--- src/rtl/press_event_arbiter_pkg.sv ---
// press_pkg: shared definitions for the press event arbiter.
//   state_t        : arbiter FSM state encoding (ST_IDLE, ST_OFFER, ST_GAP)
//   clog2()        : ceiling log2 for elaboration-time width math
//   ch_w(NUM_CH)   : channel index width, at least 1
//   gap_w(GAP)     : inter-event gap counter width, clog2(GAP+1), at least 1
package press_pkg;

    typedef enum logic [1:0] {
        ST_IDLE  = 2'd0,
        ST_OFFER = 2'd1,
        ST_GAP   = 2'd2
    } state_t;

    function automatic int clog2(input int n);
        int r;
        int v;
        r = 0;
        v = n - 1;
        while (v > 0) begin
            r++;
            v = v >> 1;
        end
        return r;
    endfunction

    function automatic int ch_w(input int num_ch);
        return (clog2(num_ch) < 1) ? 1 : clog2(num_ch);
    endfunction

    function automatic int gap_w(input int gap);
        return (clog2(gap + 1) < 1) ? 1 : clog2(gap + 1);
    endfunction

endpackage

--- src/rtl/press_event_arbiter_rr_pick.sv ---
// rr_pick: combinational round-robin picker.
//   req_i   : per-channel request bits
//   ptr_i   : channel where the search starts (wraps past NUM_CH-1)
//   any_o   : at least one request is set
//   grant_o : first requesting channel at or after ptr_i
module rr_pick
    import press_pkg::*;
#(
    parameter  int NUM_CH = 4,
    localparam int CW     = ch_w(NUM_CH)
) (
    input  logic [NUM_CH-1:0] req_i,
    input  logic [CW-1:0]     ptr_i,
    output logic              any_o,
    output logic [CW-1:0]     grant_o
);

    logic [CW-1:0] idx;

    always_comb begin
        any_o   = 1'b0;
        grant_o = '0;
        idx     = '0;
        for (int k = 0; k < NUM_CH; k++) begin
            idx = CW'((int'(ptr_i) + k) % NUM_CH);
            if (!any_o && req_i[idx]) begin
                any_o   = 1'b1;
                grant_o = idx;
            end
        end
    end

endmodule

--- src/rtl/press_event_arbiter.sv ---
// press_event_arbiter: latches per-channel short/long press pulses as pending
// requests and offers them one at a time, round-robin, on a valid/ready port,
// holding off GAP idle cycles after every accepted event.
//   clk, rst           : clock, synchronous active-high reset
//   ev_in, ev_long     : per-channel event pulse and its long/short tag
//   out_ready          : consumer accepts the offered event
//   out_valid, out_ch,
//   out_long           : registered offered event
//   ovf, ovf_clr       : sticky per-channel overflow flags and their clear
module press_event_arbiter
    import press_pkg::*;
#(
    parameter  int NUM_CH = 4,
    parameter  int GAP    = 2,
    localparam int CW     = ch_w(NUM_CH),
    localparam int GW     = gap_w(GAP)
) (
    input  logic              clk,
    input  logic              rst,
    input  logic [NUM_CH-1:0] ev_in,
    input  logic [NUM_CH-1:0] ev_long,
    input  logic              out_ready,
    output logic              out_valid,
    output logic [CW-1:0]     out_ch,
    output logic              out_long,
    output logic [NUM_CH-1:0] ovf,
    input  logic              ovf_clr
);

    localparam logic [GW-1:0] GAP_LOAD = GW'((GAP > 0) ? GAP - 1 : 0);

    state_t            state_q, state_d;
    logic [NUM_CH-1:0] pend_q, pend_d;
    logic [NUM_CH-1:0] pend_long_q, pend_long_d;
    logic [NUM_CH-1:0] ovf_q, ovf_d;
    logic [CW-1:0]     ptr_q, ptr_d;
    logic [GW-1:0]     gap_q, gap_d;
    logic              out_valid_q, out_valid_d;
    logic [CW-1:0]     out_ch_q, out_ch_d;
    logic              out_long_q, out_long_d;

    logic              any;
    logic [CW-1:0]     g;
    logic              grant;
    logic              hs;
    logic [NUM_CH-1:0] grant_oh;
    logic [NUM_CH-1:0] ovf_set;

    rr_pick #(.NUM_CH(NUM_CH)) u_pick (
        .req_i   (pend_q),
        .ptr_i   (ptr_q),
        .any_o   (any),
        .grant_o (g)
    );

    assign grant    = (state_q == ST_IDLE) && any;
    assign hs       = out_valid_q && out_ready;
    assign grant_oh = grant ? (NUM_CH'(1) << g) : '0;

    // A pulse on the channel being granted re-arms it instead of overflowing.
    assign ovf_set     = ev_in & pend_q & ~grant_oh;
    assign pend_d      = (pend_q & ~grant_oh) | ev_in;
    assign pend_long_d = (pend_long_q & ~ev_in) | (ev_long & ev_in);
    assign ovf_d       = (ovf_clr ? '0 : ovf_q) | ovf_set;

    always_ff @(posedge clk) begin
        if (rst) begin
            state_q     <= ST_IDLE;
            pend_q      <= '0;
            pend_long_q <= '0;
            ovf_q       <= '0;
            ptr_q       <= '0;
            gap_q       <= '0;
            out_valid_q <= 1'b0;
            out_ch_q    <= '0;
            out_long_q  <= 1'b0;
        end else begin
            state_q     <= state_d;
            pend_q      <= pend_d;
            pend_long_q <= pend_long_d;
            ovf_q       <= ovf_d;
            ptr_q       <= ptr_d;
            gap_q       <= gap_d;
            out_valid_q <= out_valid_d;
            out_ch_q    <= out_ch_d;
            out_long_q  <= out_long_d;
        end
    end

    always_comb begin
        state_d = state_q;
        case (state_q)
            ST_IDLE:  if (any) state_d = ST_OFFER;
            ST_OFFER: if (out_ready) state_d = (GAP > 0) ? ST_GAP : ST_IDLE;
            ST_GAP:   if (gap_q == '0) state_d = ST_IDLE;
            default:  state_d = ST_IDLE;
        endcase
    end

    // Outputs are computed one cycle early so they leave the block registered.
    always_comb begin
        out_valid_d = (state_d == ST_OFFER);
        out_ch_d    = grant ? g : out_ch_q;
        out_long_d  = grant ? pend_long_q[g] : out_long_q;
        ptr_d       = ptr_q;
        if (hs) ptr_d = (out_ch_q == CW'(NUM_CH - 1)) ? '0 : out_ch_q + 1'b1;
        gap_d = gap_q;
        if (state_q == ST_OFFER && hs)
            gap_d = GAP_LOAD;
        else if (state_q == ST_GAP && gap_q != '0)
            gap_d = gap_q - 1'b1;
    end

    assign out_valid = out_valid_q;
    assign out_ch    = out_ch_q;
    assign out_long  = out_long_q;
    assign ovf       = ovf_q;

endmodule

--- config.mk ---
export PLATFORM = sky130hd
export DESIGN_NAME = press_event_arbiter
export DESIGN_NICKNAME = d
export VERILOG_FILES = /design/src/rtl/press_event_arbiter_pkg.sv /design/src/rtl/press_event_arbiter_rr_pick.sv /design/src/rtl/press_event_arbiter.sv
export SDC_FILE = /design/constraint.sdc
export NUM_CORES = 1
export LEC_CHECK = 0
export CORE_ASPECT_RATIO = 0.8
export CORE_MARGIN = 1
export CORE_UTILIZATION = 41
export CTS_BUF_LIST = sky130_fd_sc_hd__clkbuf_16
export CTS_CLUSTER_DIAMETER = 30
export DETAILED_ROUTE_END_ITERATION = 6
export HOLD_SLACK_MARGIN = 0.1
export PLACE_DENSITY_LB_ADDON = 0.12
export SYNTH_ARGS = -nofsm -noshare
export SYNTH_HDL_FRONTEND = slang
export SYNTH_HIERARCHICAL = 1
export SYNTH_SLANG_ARGS = --single-unit
--- constraint.sdc ---
create_clock -name clk -period 5.78 [get_ports clk]
set_input_delay 1.445 -clock clk [delete_from_list [all_inputs] [get_ports clk]]
set_output_delay 1.445 -clock clk [all_outputs]
set_load 0.05 [all_outputs]
# After elaboration in Yosys (flattened, before gate mapping)

Cells that the tools add are included.

Bits in registers: 22
Input port bits: 12
Output and inout port bits: 8
Logic and storage cells: 77

$add $sub $neg: 5
Order comparisons: 5
Equality and inequality tests: 4
Shift operators: 1
Muxes and demuxes: 27
Bitwise gates (word level): 10
Reductions and logical operators: 15

Operators by type and width:

| kind                                                | count |
|---|---|
| bitwise AND 4 bit                                   | 5 |
| 2-to-1 mux 2 bit                                    | 8 |
| < comparator 2 x 3 -> 1 bit, second input constant  | 5 |
| bitwise OR 4 bit                                    | 3 |
| 2-to-1 mux 1 bit                                    | 11 |
| binary-select mux 1 bit (select 2 bit)              | 5 |
| 2-to-1 mux 4 bit                                    | 2 |
| inverter 4 bit                                      | 2 |
| logical AND 1 bit                                   | 7 |
| one-hot mux 2 bit (3 select lines)                  | 1 |
| adder 2 x 1 -> 2 bit, second input constant         | 2 |
| adder 2 bit, second input constant                  | 2 |
| equality test 2 x 1 -> 1 bit, second input constant | 2 |
| equality test 2 bit, second input constant          | 2 |
| zero test 2 bit                                     | 2 |
| nonzero test 2 bit                                  | 2 |
| << shifter 1 x 2 -> 4 bit, first input constant     | 1 |
| zero test 1 bit                                     | 3 |
| OR reduction 2 bit                                  | 1 |
| subtractor 2 x 1 -> 2 bit, second input constant    | 1 |

# Logic depth before layout (Yosys ltp)

Word-level depth: 17
Depth in mapped cells: 6
Mapped depth without buffers: 6

# By module

Netlist, hierarchy kept.

By module, submodules not included:

| module              | times used | cells an instance | area an instance (µm²) | seq. area each (µm²) |
|---|---|---|---|---|
| press_event_arbiter | 1          | 96                | 905.9                  | 440.4 |
| rr_pick             | 1          | 15                | 77.6                   | 0.0 |

# Least setup slack after synthesis

Ideal clock, no wire load.

Kind: register -> output
Start point: register out_ch_q[0], in the netlist out_ch[0]
End point: output port out_ch[0]
Arrival time: 638 ps
Data required time: 4,335 ps
Setup slack: 3,697 ps
Stages on the path, launching flop included: 1
Path buffers: 0
Cell sequence: dfxtp_1

RTL lines:

| what                   | RTL line                  | text |
|---|---|---|
| start, declared        | press_event_arbiter.sv:39 | `logic [CW-1:0] out_ch_q, out_ch_d;` |
| start signal, assigned | press_event_arbiter.sv:85 | `out_ch_q <= out_ch_d;` |
| end, declared          | press_event_arbiter.sv:24 | `output logic [CW-1:0] out_ch,` |

No word-level cell between the ends.

# Final worst setup path

Start point: register out_ch_q[0], in the netlist out_ch[0]
End point: output port out_ch[0]

No word-level cell between the ends.

==> summary.txt <==
Clock network
  • Post-CTS Setup Repair Bufs: 0
  • CTS Sinks: 22
  • Post-cts sizing count: 0
  • Clock transition at path regs: 0.06 ns
  • Root buffer cell: clkbuf_16
  • CTS tree: done
  • Hold-fix buffers, CTS: 0
  • Clock Latency Late Sink: 0.25 ns
  • H-tree depth: 1
  • Num CTS Buffers: 3
  • CTS Buffer Depth: 2

Routing
  • DRC errors left: 2
  • Final WL: 2.10 mm
  • Wire per inst: 13.6 um
  • Drt first pass iters: 6
  • Initial DRC count: 52
  • Antenna Nets Post-Route: 0
  • Vias per inst: 5.38
  • Vias: 834

Placement
  • Pre-CTS WS: 2.94 ns
  • Placer's final routability congestion estimate: 0.758
  • Dpl hpwl: 1.62 mm
  • Placed cell areas: 1190 um^2
  • Port bufs: 19

STA
  • RSZ-0062 raised after global routing: no
  • Fin. Hold Viols: 0
  • Setup TNS: 0 ns
  • Final setup margin: 2.87 ns
  • Slew Limit Fails: 0
  • Tmin final: 2.91 ns
  • Final setup viols: 0
  • Ratio of final minimum period to clock period: 50.3%
  • F_max: 0.344 GHz
  • Slew HR: 47.5%
  • Slew of the pin with the lowest slew margin: 0.784 ns
  • Worst Clk Skew: 0.00330 ns

Run
  • Max_cap viols: 0

Critical path
  • CP startpoint kind: register
  • CP max-delay cell: clkdlybuf4s50_1
  • CP arrival: 1.47 ns
  • Crit. End Element: output port
  • Worst path cell trace: clkdlybuf4s50_1
  • Largest fanout on the critical path: 4
  • WP data required: 4.34 ns
  • Critical path's largest stage delay: 0.83 ns
  • Critical path class: reg -> out
  • CP bufs+invs: 1
  • Largest delay contributor family on the critical path: buffers and inverters

Global route
  • Initial antenna violation count: 0
  • Number of global-route vias before repair: 762
  • Global-route wire length before repair: 3.51 mm
  • All-Layer GR Usage: 18.9%
  • M3 GR Usage: 5.97%
  • GR Util met2: 30.5%
  • Total grt overflow: 0
  • Layer with the highest usage: met2
  • Largest net degree at the start of global routing: 23
  • Met1 global-route usage: 24.5%

Floorplanning
  • Chip Width: 56.8 um
  • Core ar.: 2210 um^2
  • Die H: 45.8 um
  • I/O pin cnt: 20
  • Num rows: 15
  • Initial core utilization: 44.4%
  • Die ar.: 2600 um^2

Layout
  • Ant diodes: 0
  • Most frequent cells in the layout: dfxtp_1 (22), clkdlybuf4s50_1 (19), a21oi_1 (15), inv_1 (12), nor2_1 (10)
  • Area growth, synth to finish: 28.9%
  • Register area: 440 um^2
  • Commonest non-fill, non-tap cell in the layout: dfxtp_1
  • Nets: 146
  • Filler cells: 215
  • Fin area: 1270 um^2
  • Share of cells above drive strength 1: 5.38%
  • Area occupied by multi-input gates: 478 um^2

Synthesis
  • Flops & latches, synth: 22
  • Seq/Total Area, Yosys: 44.8%
  • Post-Synthesis Cells: 111
  • Net count after synthesis: 125
  • Yosys warning count: 6
  • Post-synth cell types: 28
  • Post-Syn Area: 983 um^2
  • Mean area per synthesized cell: 8.86 um^2

Hold path
  • Hold Path Class: reg -> reg

Power and ir drop
  • NetSw: 0.000105 W
  • PD cells: 310 nW/um^2
  • P_leak: 0.494 nW
  • Comb pwr share: 19.4%
  • Clock power share: 35.8%
  • Int Pwr: 0.000288 W
  • Sequential power share: 44.8%
  • Net Sw Frac: 26.7%
  • Worst IR drop on VDD: 0.000225 V

Outcome
  • Failing checks: design-rule violations
  • Status: complete, but fails checks
layer usage:
| metal | routed length (um) | part of all wire (%) |
|---|---|---|
| met1 | 1060 | 50 |
| met2 | 927 | 44 |
| met3 | 101 | 4.8 |
| met4 | 11 | 0.52 |
| met5 | 0 | 0 |
final timing paths:
path	cells after the start	startpoint	slack (ns)	endpoint
worst max-delay path	1	out_ch[0]	2.87	out_ch[0]
worst max register to register	6	pend_q[1]	3.53	out_long
worst min register to register	2	ovf[3]	0.47	ovf[3]
worst min-delay path	2	ovf[3]	0.47	ovf[3]
kinds of logic (layout without fill, tap and decap cells):
| logic type | after synthesis | count (layout) | synth area share (%) |
|---|---|---|---|
| muxes | 8 | 8 | 9.41 |
| DFF | 22 | 22 | 44.8 |
| and+or+nand+nor | 31 | 31 | 18.2 |
| adders and majority gates | 2 | 2 | 2.54 |
| AOI/OAI and AO/OA | 31 | 31 | 18.4 |
| buffers and inverters | 17 | 36 | 6.62 |
power groups by stage:
stage                     combinational (W)  sequential [W]  clock (W)
after floorplan                   0.0000391        0.000189          0
after global routing              0.0000846        0.000178   0.000150
after detailed placement          0.0000765        0.000179          0
after CTS                         0.0000768        0.000176   0.000145
after global placement            0.0000750        0.000178          0
final                             0.0000762        0.000176   0.000141
cell type report:
type	count	share of cell area, %
Multi-Input combinational cell	72	37.7
Sequential cell	22	34.7
Timing Repair Buffer	19	15.0
Clock buffer	3	5.92
Inverter	14	4.15
Tap cell	25	2.47
worst reg2reg max path, stage by stage, from the launching register on:
cell and delay (ns):
dfxtp_1 0.41, inv_1 0.08, a221o_1 0.35, a21oi_1 0.49
mux4_2 0.59, mux2i_1 0.14, nor2_1 0.05
cells in the mapped netlist:
cell type | n | area (um^2)
and3_1 | 1 | 6.26
ha_1 | 2 | 25.0
o21ai_0 | 5 | 25.0
nor2_1 | 10 | 37.5
o211ai_1 | 4 | 30.0
a2111oi_1 | 1 | 10.0
or4_1 | 1 | 7.51
mux4_2 | 1 | 22.5
inv_1 | 12 | 45.0
nand3_1 | 2 | 10.0
nand2_1 | 4 | 15.0
o221ai_1 | 1 | 8.76
buf_2 | 1 | 5.00
nand4bb_1 | 2 | 22.5
nor3_1 | 2 | 10.0
inv_2 | 2 | 7.51
o21ai_1 | 2 | 10.0
or4b_1 | 1 | 10.0
a31oi_1 | 2 | 12.5
clkbuf_1 | 2 | 7.51
nor3b_1 | 1 | 7.51
dfxtp_1 | 22 | 440
mux2i_1 | 7 | 70.1
nand2b_1 | 5 | 31.3
a21oi_1 | 15 | 75.1
or3b_1 | 1 | 8.76
a221o_1 | 1 | 10.0
nor3b_2 | 1 | 12.5
per-stage QoR:
step | std cells | utilization [%] | hold WS (ns) | total power [W]
finish | 155 | 57.2 | 0.467 | 0.000393
global route | 155 | 57.2 | 0.490 | 0.000412
CTS | 155 | 57.2 | 0.471 | 0.000398
detailed placement | 152 | 53.8 | 0.462 | 0.000256
global placement | 152 | 53.8 | 0.462 | 0.000253
floorplan | 111 | - | 0.455 | 0.000228
No activity file was read; power rests on OpenSTA's default activity.
